File: config.mk
export PLATFORM = sky130hd
export DESIGN_NAME = ps2_kbd_sequencer
export DESIGN_NICKNAME = d
export VERILOG_FILES = /design/src/rtl/ps2_kbd_sequencer.sv
export SDC_FILE = /design/constraint.sdc
export NUM_CORES = 1
export LEC_CHECK = 0
export ABC_AREA = 1
export ABC_CLOCK_PERIOD_IN_PS = 2100
export CAP_MARGIN = 20
export CORE_MARGIN = 10
export CORE_UTILIZATION = 40
export CTS_BUF_LIST = sky130_fd_sc_hd__clkbuf_2
export CTS_CLUSTER_DIAMETER = 30
export DETAILED_ROUTE_END_ITERATION = 7
export HOLD_SLACK_MARGIN = 0.03
export MAX_ROUTING_LAYER = met4
export SLEW_MARGIN = 20
export SYNTH_ARGS = -nofsm -noshare
export SYNTH_HDL_FRONTEND = slang
export SYNTH_SLANG_ARGS = --single-unit
File: constraint.sdc
create_clock -name CLOCK -period 2.1 [get_ports CLOCK]
set_input_delay 0.63 -clock CLOCK [delete_from_list [all_inputs] [get_ports CLOCK]]
set_output_delay 0.63 -clock CLOCK [all_outputs]
set_load 0.005 [all_outputs]
File: src/rtl/ps2_kbd_sequencer.sv
// PS/2 keyboard protocol controller: scan-code decoder for game keys plus the
// Set-LEDs command sequencer, sharing one receive byte stream.
module ps2_kbd_sequencer #(
  parameter int ACK_TIMEOUT = 1000000,
  parameter int MAX_RETRY   = 3
) (
  input  logic       CLOCK,
  input  logic       reset,
  input  logic [7:0] rx_data,
  input  logic       rx_valid,
  output logic [7:0] tx_data,
  output logic       tx_send,
  input  logic       tx_busy,
  input  logic       led_req,
  input  logic [2:0] led_val,
  output logic       led_busy,
  output logic       led_done,
  output logic       led_fail,
  output logic [3:0] wasd,
  output logic [3:0] arrows,
  output logic       space,
  output logic       enter,
  output logic       key_event,
  output logic [7:0] key_code,
  output logic       key_ext,
  output logic       key_break,
  output logic       proto_err
);

  localparam int TW = $clog2(ACK_TIMEOUT + 1);
  localparam int RW = $clog2(MAX_RETRY + 2);
  localparam logic [TW-1:0] TMO_LAST  = TW'(ACK_TIMEOUT - 1);
  localparam logic [RW-1:0] RETRY_MAX = RW'(MAX_RETRY);

  localparam logic [7:0] B_E0  = 8'hE0;
  localparam logic [7:0] B_F0  = 8'hF0;
  localparam logic [7:0] B_ACK = 8'hFA;
  localparam logic [7:0] B_RES = 8'hFE;
  localparam logic [7:0] B_SET = 8'hED;

  typedef enum logic [1:0] {D_IDLE, D_E0, D_F0, D_E0F0} dec_state_t;
  typedef enum logic [2:0] {
    C_IDLE, C_SEND1, C_WAIT_TX1, C_WAIT_ACK1, C_SEND2, C_WAIT_TX2, C_WAIT_ACK2
  } cmd_state_t;

  dec_state_t dec_q, dec_d;
  cmd_state_t cmd_q, cmd_d;

  logic [3:0]    wasd_q, wasd_d, arrows_q, arrows_d;
  logic          space_q, space_d, enter_q, enter_d;
  logic          key_event_q, key_event_d, key_ext_q, key_ext_d;
  logic          key_break_q, key_break_d, proto_err_q, proto_err_d;
  logic [7:0]    key_code_q, key_code_d;
  logic [7:0]    tx_data_q, tx_data_d;
  logic          tx_send_q, tx_send_d;
  logic          led_busy_q, led_busy_d, led_done_q, led_done_d;
  logic          led_fail_q, led_fail_d;
  logic [2:0]    led_arg_q, led_arg_d, pend_val_q, pend_val_d;
  logic          pend_valid_q, pend_valid_d;
  logic [RW-1:0] retry_q, retry_d;
  logic [TW-1:0] timer_q, timer_d;
  logic          seen_busy_q, seen_busy_d;

  logic cmd_rx, dec_rx, is_ext, is_brk, held;

  // ACK/resend bytes belong to the command FSM only while it is waiting for one.
  always_comb begin
    cmd_rx = rx_valid && (cmd_q == C_WAIT_ACK1 || cmd_q == C_WAIT_ACK2) &&
             (rx_data == B_ACK || rx_data == B_RES);
    dec_rx = rx_valid && !cmd_rx;
  end

  always_comb begin
    dec_d       = dec_q;
    wasd_d      = wasd_q;
    arrows_d    = arrows_q;
    space_d     = space_q;
    enter_d     = enter_q;
    key_event_d = 1'b0;
    key_code_d  = key_code_q;
    key_ext_d   = key_ext_q;
    key_break_d = key_break_q;
    proto_err_d = 1'b0;
    is_ext      = (dec_q == D_E0) || (dec_q == D_E0F0);
    is_brk      = (dec_q == D_F0) || (dec_q == D_E0F0);
    held        = !is_brk;

    if (dec_rx) begin
      if (rx_data == 8'h00 || rx_data == 8'hFF) begin
        proto_err_d = 1'b1;
        dec_d       = D_IDLE;
      end else if (rx_data == B_E0) begin
        if (dec_q == D_F0 || dec_q == D_E0F0) proto_err_d = 1'b1;
        dec_d = D_E0;
      end else if (rx_data == B_F0) begin
        if (dec_q == D_IDLE)     dec_d = D_F0;
        else if (dec_q == D_E0)  dec_d = D_E0F0;
      end else if (dec_q == D_IDLE && (rx_data == 8'hAA || rx_data == 8'hEE ||
                                       rx_data == B_ACK || rx_data == B_RES)) begin
        dec_d = D_IDLE;
      end else begin
        dec_d       = D_IDLE;
        key_event_d = 1'b1;
        key_code_d  = rx_data;
        key_ext_d   = is_ext;
        key_break_d = is_brk;
        if (is_ext) begin
          case (rx_data)
            8'h75:   arrows_d[0] = held;
            8'h6B:   arrows_d[1] = held;
            8'h72:   arrows_d[2] = held;
            8'h74:   arrows_d[3] = held;
            default: ;
          endcase
        end else begin
          case (rx_data)
            8'h1D:   wasd_d[0] = held;
            8'h1C:   wasd_d[1] = held;
            8'h1B:   wasd_d[2] = held;
            8'h23:   wasd_d[3] = held;
            8'h29:   space_d   = held;
            8'h5A:   enter_d   = held;
            default: ;
          endcase
        end
      end
    end
  end

  always_comb begin
    cmd_d        = cmd_q;
    tx_data_d    = tx_data_q;
    tx_send_d    = 1'b0;
    led_done_d   = 1'b0;
    led_fail_d   = 1'b0;
    led_arg_d    = led_arg_q;
    pend_valid_d = pend_valid_q;
    pend_val_d   = pend_val_q;
    retry_d      = retry_q;
    timer_d      = timer_q;
    seen_busy_d  = seen_busy_q;

    // Requests arriving mid-command (including the completion cycle) queue here.
    if (led_req && cmd_q != C_IDLE) begin
      pend_valid_d = 1'b1;
      pend_val_d   = led_val;
    end

    case (cmd_q)
      C_IDLE: begin
        if (led_req || pend_valid_q) begin
          led_arg_d    = led_req ? led_val : pend_val_q;
          pend_valid_d = 1'b0;
          retry_d      = '0;
          cmd_d        = C_SEND1;
        end
      end
      C_SEND1, C_SEND2: begin
        tx_data_d   = (cmd_q == C_SEND1) ? B_SET : {5'b0, led_arg_q};
        tx_send_d   = 1'b1;
        timer_d     = '0;
        seen_busy_d = 1'b0;
        cmd_d       = (cmd_q == C_SEND1) ? C_WAIT_TX1 : C_WAIT_TX2;
      end
      C_WAIT_TX1, C_WAIT_TX2: begin
        timer_d = timer_q + TW'(1);
        if (tx_busy) begin
          seen_busy_d = 1'b1;
        end else if (seen_busy_q) begin
          timer_d = '0;
          cmd_d   = (cmd_q == C_WAIT_TX1) ? C_WAIT_ACK1 : C_WAIT_ACK2;
        end else if (timer_q == TMO_LAST) begin
          led_fail_d = 1'b1;
          cmd_d      = C_IDLE;
        end
      end
      C_WAIT_ACK1, C_WAIT_ACK2: begin
        timer_d = timer_q + TW'(1);
        if (cmd_rx && rx_data == B_ACK) begin
          retry_d = '0;
          if (cmd_q == C_WAIT_ACK1) begin
            cmd_d = C_SEND2;
          end else begin
            led_done_d = 1'b1;
            cmd_d      = C_IDLE;
          end
        end else if (cmd_rx) begin
          if (retry_q < RETRY_MAX) begin
            retry_d = retry_q + RW'(1);
            cmd_d   = (cmd_q == C_WAIT_ACK1) ? C_SEND1 : C_SEND2;
          end else begin
            led_fail_d = 1'b1;
            cmd_d      = C_IDLE;
          end
        end else if (timer_q == TMO_LAST) begin
          led_fail_d = 1'b1;
          cmd_d      = C_IDLE;
        end
      end
      default: cmd_d = C_IDLE;
    endcase

    led_busy_d = (cmd_d != C_IDLE);
  end

  always_ff @(posedge CLOCK or negedge reset) begin
    if (!reset) begin
      dec_q        <= D_IDLE;
      cmd_q        <= C_IDLE;
      wasd_q       <= '0;
      arrows_q     <= '0;
      space_q      <= 1'b0;
      enter_q      <= 1'b0;
      key_event_q  <= 1'b0;
      key_code_q   <= '0;
      key_ext_q    <= 1'b0;
      key_break_q  <= 1'b0;
      proto_err_q  <= 1'b0;
      tx_data_q    <= '0;
      tx_send_q    <= 1'b0;
      led_busy_q   <= 1'b0;
      led_done_q   <= 1'b0;
      led_fail_q   <= 1'b0;
      led_arg_q    <= '0;
      pend_valid_q <= 1'b0;
      pend_val_q   <= '0;
      retry_q      <= '0;
      timer_q      <= '0;
      seen_busy_q  <= 1'b0;
    end else begin
      dec_q        <= dec_d;
      cmd_q        <= cmd_d;
      wasd_q       <= wasd_d;
      arrows_q     <= arrows_d;
      space_q      <= space_d;
      enter_q      <= enter_d;
      key_event_q  <= key_event_d;
      key_code_q   <= key_code_d;
      key_ext_q    <= key_ext_d;
      key_break_q  <= key_break_d;
      proto_err_q  <= proto_err_d;
      tx_data_q    <= tx_data_d;
      tx_send_q    <= tx_send_d;
      led_busy_q   <= led_busy_d;
      led_done_q   <= led_done_d;
      led_fail_q   <= led_fail_d;
      led_arg_q    <= led_arg_d;
      pend_valid_q <= pend_valid_d;
      pend_val_q   <= pend_val_d;
      retry_q      <= retry_d;
      timer_q      <= timer_d;
      seen_busy_q  <= seen_busy_d;
    end
  end

  assign wasd      = wasd_q;
  assign arrows    = arrows_q;
  assign space     = space_q;
  assign enter     = enter_q;
  assign key_event = key_event_q;
  assign key_code  = key_code_q;
  assign key_ext   = key_ext_q;
  assign key_break = key_break_q;
  assign proto_err = proto_err_q;
  assign tx_data   = tx_data_q;
  assign tx_send   = tx_send_q;
  assign led_busy  = led_busy_q;
  assign led_done  = led_done_q;
  assign led_fail  = led_fail_q;

endmodule

==> run summary <==
Die Y = 115 µm
Final worst slack = 0.0800 ns
Post-synth EDFFs = 0
Worst r2r src = cmd_q[0]$_DFF_PN0_
Seq/Total Area, Yosys = 45.6%
Fin. Hold Viols = 0
Tcrit/Tclk final = 96.2%
Fill count = 817
Mapped Nets = 471
First-pass GRT wire length = 15.5 mm
Placed Area = 4510 µm²
Die width = 115 µm
Vias in the first global route = 3,357
FF-to-FF setup slack = 0.19 ns
Register Area = 1650 µm²
Largest net degree at the start of global routing = 37
Drc violations = 0
Worst-path cell chain = clkdlybuf4s50_1
Final ANT Viol Nets = 0
PD cells = 821 nW/µm²
Arrival @ worst endpoint = 1.39 ns
Initial Utilization = 41.4%
Reg2Reg Depth = 10
Power Total = 3.87 mW
Worst-skew pair later-pin latency = 0.50 ns
Clk buf depth = 2
Crit path max-delay cell type = clkdlybuf4s50_1
Worst hold slack = 0.505 ns
Vias per cell = 4.90
Initial DRC Count = 150
Synth Flop Type = dfrtp_1
Routed wire length = 9.12 mm
Outcome = finished, final reports clean
Synth async-reset ratio = 100%
Worst Clk Skew = 0.0276 ns
HPWL Detailed = 6.97 mm
Synth-to-Final Area Change = 30.1%
Reg2reg end = timer_q[5]$_DFFE_PN0P_
Clock root cell = clkbuf_2
Max incr delay on CP = 0.51 ns
Row count = 34
IO Count = 50
Placed cells = 644
Setup violators final = 0
Final instance area = 4720 µm²
Max Fclk = 495 MHz
Place WS = -0.355 ns
Nets = 574
Element type at the critical path start = flop
Buffers on Ports = 48
CTS buffer count = 9
Core ar. = 8760 µm²
GRT Overall Usage = 14.7%
Sink Count = 66
CTS clk-pin slew, worst paths = 0.19 ns
Total grt overflow = 0
Routability Congestion = 0.894
Final cell count without fillers = 669
Highest net fanout along the worst path = 2
CTS tree = built
CP required = 1.47 ns
H-Tree Depth = 3
Vias = 3,278
Die ar. = 13,300 µm²
First-pass DRT Iterations = 4
Yosys cell types = 39
Leakage = 2.39 nW
Post-Syn Area = 3620 µm²
Yosys warns = 0
Peak supply drop = 428 µV
Hold Path Class = reg2reg
Antenna violations before repair = 1
Cells after Synth = 453
Post-layout min period = 2.02 ns
Multi-input combinational cell area = 1720 µm²
Area contributors post-synth = dfrtp_1 46%, nand2_1 12%, nand3_1 4.8%, inv_1 3.8%, nor2_1 3.8%
Worst path bufs/invs = 1
CP top delay family = buffers and inverters
Crit end category = output pin
Critical path class = reg2out
Wire per inst = 13.6 µm
Pins Over Slew Limit = 0
Synth Area per Inst = 8.00 µm²
Area leader, netlist = dfrtp_1
Worst setup startpoint = tx_data[0]$_DFFE_PN0P_
Share of layout cells above drive strength 1 = 22.1%
Yosys top cell area share = 45.6%
Max cap viols = 0
Synth Register Bits = 66
Critical Path Sink = tx_data[0]
Crit. path cell count = 1
## stage by stage
stage / util, % / TNS (ns)
after global placement: 51.4 / -6.92
final: 53.8 / 0
after CTS: 52.9 / 0
after detailed placement: 51.4 / -8.66
after floorplan: - / 0
after global routing: 53.8 / -0.0146
## synthesized netlist by cell type, drive strengths merged, types with 4 or more instances
master    n
a21oi    23
buf       8
dfrtp    66
inv      49
nand2   130
nand3    37
nand4     6
nor2     49
nor3     16
o211ai    4
o21ai    41
o22ai     4
## flip-flops by register name, summed over array words and instances, names as in the netlist, 2 cells and up
register	count
key_code	8
retry_q	3
pend_val_q	3
dec_q	2
timer_q	20
tx_data	4
cmd_q	3
led_arg_q	3
arrows	4
wasd	4
## layer usage
layer | track usage (%) | vias to the layer above | share of wire [%]
met2 | 23.8 | 45 | 50
met5 | - | - | 0
met4 | 4.54 | 0 | 1.6
met1 | 17.9 | 1515 | 46
li1 | - | 1708 | -
met3 | 3.18 | 10 | 2.9
## layout by cell type (no fill, tap or decap), types with 2 or more instances in the layout
master	count
a22oi_1	2
inv_2	11
inv_1	37
xor2_1	2
clkinvlp_4	2
o21a_1	2
nor2_1	37
nor2_2	6
clkdlybuf4s50_1	23
nand2_4	5
dlymetal6s2s_1	17
nor3b_2	2
clkinv_2	2
nand2_2	10
dlygate4sd2_1	7
nor4_1	2
o21ai_0	23
o211ai_1	4
nor2_4	6
ha_1	2
nor3_1	14
nand3_1	35
nand2_1	114
a21oi_1	22
dfrtp_1	66
nand3_2	2
clkbuf_2	9
o21ai_2	8
o21ai_1	10
buf_4	51
nor3_2	2
o22ai_1	4
nand4_1	6
## what timing repair did
| action | 4_1_cts | 5_1_grt |
|---|---|---|
| hold buffers | 1 | 0 |
| gates resized for setup | 7 | 17 |
| buffers inserted | 3 | 5 |
| setup endpoints to repair | 9 | 19 |
| endpoints found under the hold margin | 9 | 0 |
## logic make-up (layout without fill, tap and decap cells)
| kind of cell | after synthesis | in the layout | share of synthesized area (%) |
|---|---|---|---|
| AOI/OAI and AO/OA | 79 | 79 | 12.9 |
| xor gates and xnor gates | 3 | 3 | 0.725 |
| adders and majority gates | 2 | 2 | 0.690 |
| buffers and inverters | 58 | 165 | 7.11 |
| DFF | 66 | 66 | 45.6 |
| other | 1 | 2 | 0.103 |
| and+or+nand+nor | 244 | 244 | 32.9 |
## how the worst min path moves through the flow
stage,from,endpoint,cells after the start
detailed placement,pend_val_q[0]$_DFFE_PN0P_,pend_val_q[0]$_DFFE_PN0P_,2
global placement,pend_val_q[0]$_DFFE_PN0P_,pend_val_q[0]$_DFFE_PN0P_,2
global route,reset,arrows[2]$_DFFE_PN0P_,2
finish,pend_val_q[2]$_DFFE_PN0P_,pend_val_q[2]$_DFFE_PN0P_,2
floorplan,reset,arrows[0]$_DFFE_PN0P_,0
CTS,pend_val_q[0]$_DFFE_PN0P_,pend_val_q[0]$_DFFE_PN0P_,2
## power by group
group,internal (mW),leakage [nW],total [mW],switching (mW)
Sequential,1.47,0.852,1.63,0.156
Clock,0.260,0.0612,0.732,0.473
Combinational,0.567,1.48,1.51,0.944
## final cells by class
| class | instances | share of cell area (%) |
|---|---|---|
| sequential | 66 | 35.0 |
| clock buffer | 9 | 0.955 |
| inverter | 49 | 3.95 |
| tap | 108 | 2.86 |
| timing repair buffer | 101 | 19.5 |
| multi-input combinational | 329 | 36.4 |
| antenna | 1 | 0.0531 |
| clock inverter | 6 | 1.25 |
Power figures use the tool's default switching activity.
==> RTL edit, RTL diff (config.mk and constraints unchanged) <==
Change the parameter `ACK_TIMEOUT` from 1000000 to 500000.
--- a/src/rtl/ps2_kbd_sequencer.sv
+++ b/src/rtl/ps2_kbd_sequencer.sv
@@ -3,3 +3,3 @@
 module ps2_kbd_sequencer #(
-  parameter int ACK_TIMEOUT = 1000000,
+  parameter int ACK_TIMEOUT = 500000,
   parameter int MAX_RETRY   = 3
Formal check against the unedited RTL: no difference found for any inputs over 4 cycles, from zero or initial values and one cycle with reset low; that may be too few to reach the edited logic, so the function may still have changed.
==> RTL edit against the original RTL <==
- power fell by 6.6%
- wire length rose by 1.7%
- sequential cell count fell by 1
- count of clock-buffer cells in the layout did not move
- utilization fell by 1.0 points
- clock power fell by 14%
- setup slack got worse by 3.5 ps
- design area fell by 2.4%
- area after synthesis fell by 0.83%
- clock skew fell by 4.4 ps
- largest power group unchanged
==> RTL edit: results (changes against the original RTL) <==
* Status: finished clean
* Worst-margin pin slew at about 530 ps
* Worst reg2reg path depth at 9 (-1)
* Post-DP HPWL at 7080 um (+1.5%)
* Vias in the first global route at 3501 (+4.3%)
* Clk root buf: clkbuf_2
* 1st-iter DRT viols at 171 (+14%)
* Lkg Pwr at 2.38 nW (-0.59%)
* Reg-to-Reg End: timer_q[9]$_DFFE_PN0P_
* N_diodes at 0 (-1)
* Gp weighted congestion at 0.883 (-1.2%)
* First-pass GRT wire length at 16100 um (+3.8%)
* Setup slack, reg-to-reg at 280 ps (+90 ps)
* Placed cell areas at 4470 um^2 (-0.75%)
* Max FO, Critical Path at 2 (unchanged)
* Reg clk slew, reported paths at 210 ps (+20 ps)
* GR Util met3 at 3.23% (+0.052 points)
* Layout cells sized above 1 at 16.6% (-5.5 points)
* CP Launch Point: space$_DFFE_PN0P_
* Router iterations before antenna repair at 4 (unchanged)
* Reg2reg start: cmd_q[1]$_DFF_PN0_
* Delay-heaviest family, CP: buffers and inverters
* Met1 global-route usage at 19.5% (+1.6 points)
* Total vias in the final route at 3388 (+3.4%)
* Skew final at 23.3 ps (-4.36 ps)
* Nets at 598 (+4.2%)
* Worst min path class: input pin to asynchronous set/reset pin
* Top_reg_cell synth: dfrtp_1
* Clk Latency, worst-skew pair at 510 ps
* Synth top area cells: dfrtp_1 45%, nand2_1 14%, inv_1 6.0%
* Max rail drop VDD at 0.534 mV (+25%)
* Largest net degree at the start of global routing at 66 (+78%)
* Reg with most FFs: timer_q
* Critical path's largest stage delay at 510 ps (about the same)
* Netlist cell types at 35 (-10%)
* Initial antenna violation count at 0 (-1)
* Sequential area share after synthesis at 45.2% (-0.32 points)
* Met2 Use GR at 23.7% (-0.054 points)
* Cts bufs inserted at 9 (unchanged)
* WL final at 9280 um (+1.7%)
* Gr usage total at 15.3% (+0.60 points)
* Syn_nets at 503 (+6.8%)
* Async set-reset flop share out of synthesis at 100% (unchanged)
* Largest register FFs at 19 (-5.0%)
* Slowest CP cell: clkdlybuf4s50_1
* Synth top cells by count: 134 x nand2_1, 65 x dfrtp_1, 57 x inv_1, 48 x nor2_1, 34 x nand3_1
[RTL edit: changes by cell type after synthesis, sizes merged, moves of 2 or more]
cell / unedited run / this run
nand2: 130 / 144
nand4: 6 / 10
o2111ai: 0 / 2
inv: 49 / 64
nor4: 3 / 1
nand3: 37 / 34
a22oi: 2 / 0
o22ai: 4 / 1
nor3: 16 / 22
o21a: 2 / 0
buf: 8 / 10
nor2: 49 / 54
a21oi: 23 / 18
o211ai: 4 / 6
[RTL edit: logic make-up (layout without fill, tap and decap cells)]
logic type | count (synthesis) | count (layout) | synth area share (%)
simple gates | 266 | 266 | 32.5
buf+inv | 76 | 175 | 8.88
compound gates | 73 | 73 | 12.0
flops | 65 | 65 | 45.2
fa+ha+maj | 2 | 2 | 0.696
xor+xnor | 2 | 2 | 0.487
other cells | 1 | 1 | 0.104
[RTL edit: layout make-up]
class,instances,area (um^2)
flip-flops and latches,65,1630
multi-input cells,344,1650
repair buffers,95,866
well taps,108,135
clock buffers,9,45.0
fillers,877,4120
inverters,65,244
clock inverters,6,36.3
[RTL edit: power by group]
part	internal, mW	switching [mW]
logic	0.509	0.870
registers	1.46	0.156
clock network	0.143	0.483
total	2.11	1.51
[RTL edit: worst max path at each step]
stage and end:
6_report space, 5_1_grt arrows[1], 4_1_cts key_break, 3_5_place_dp retry_q[2]$_DFFE_PN0P_, 3_3_place_gp key_break$_DFFE_PN0P_, 2_1_floorplan key_break$_DFFE_PN0P_
[RTL edit: routing by layer]
metal	share of wire (%)	up-vias
met2	48	47
met4	0.99	0
met1	48	1561
met5	0	-
met3	3.1	11
li1	-	1769
[RTL edit: repair_timing]
action,CTS,global route
gates resized for setup,10,16
setup endpoints to repair,10,18
buffers inserted,1,2
[RTL edit: stage by stage]
stage | worst slack, ps | std cells | power (mW) | hold slack, ps
2_1_floorplan | 230 | 485 | 2.54 | 334
3_3_place_gp | -381 | 674 | 3.01 | 470
3_5_place_dp | -434 | 674 | 3.04 | 474
4_1_cts | 0.123 | 690 | 3.67 | 78.1
5_1_grt | 0.0259 | 692 | 3.96 | 48.7
6_report | 76.5 | 692 | 3.62 | 86.4
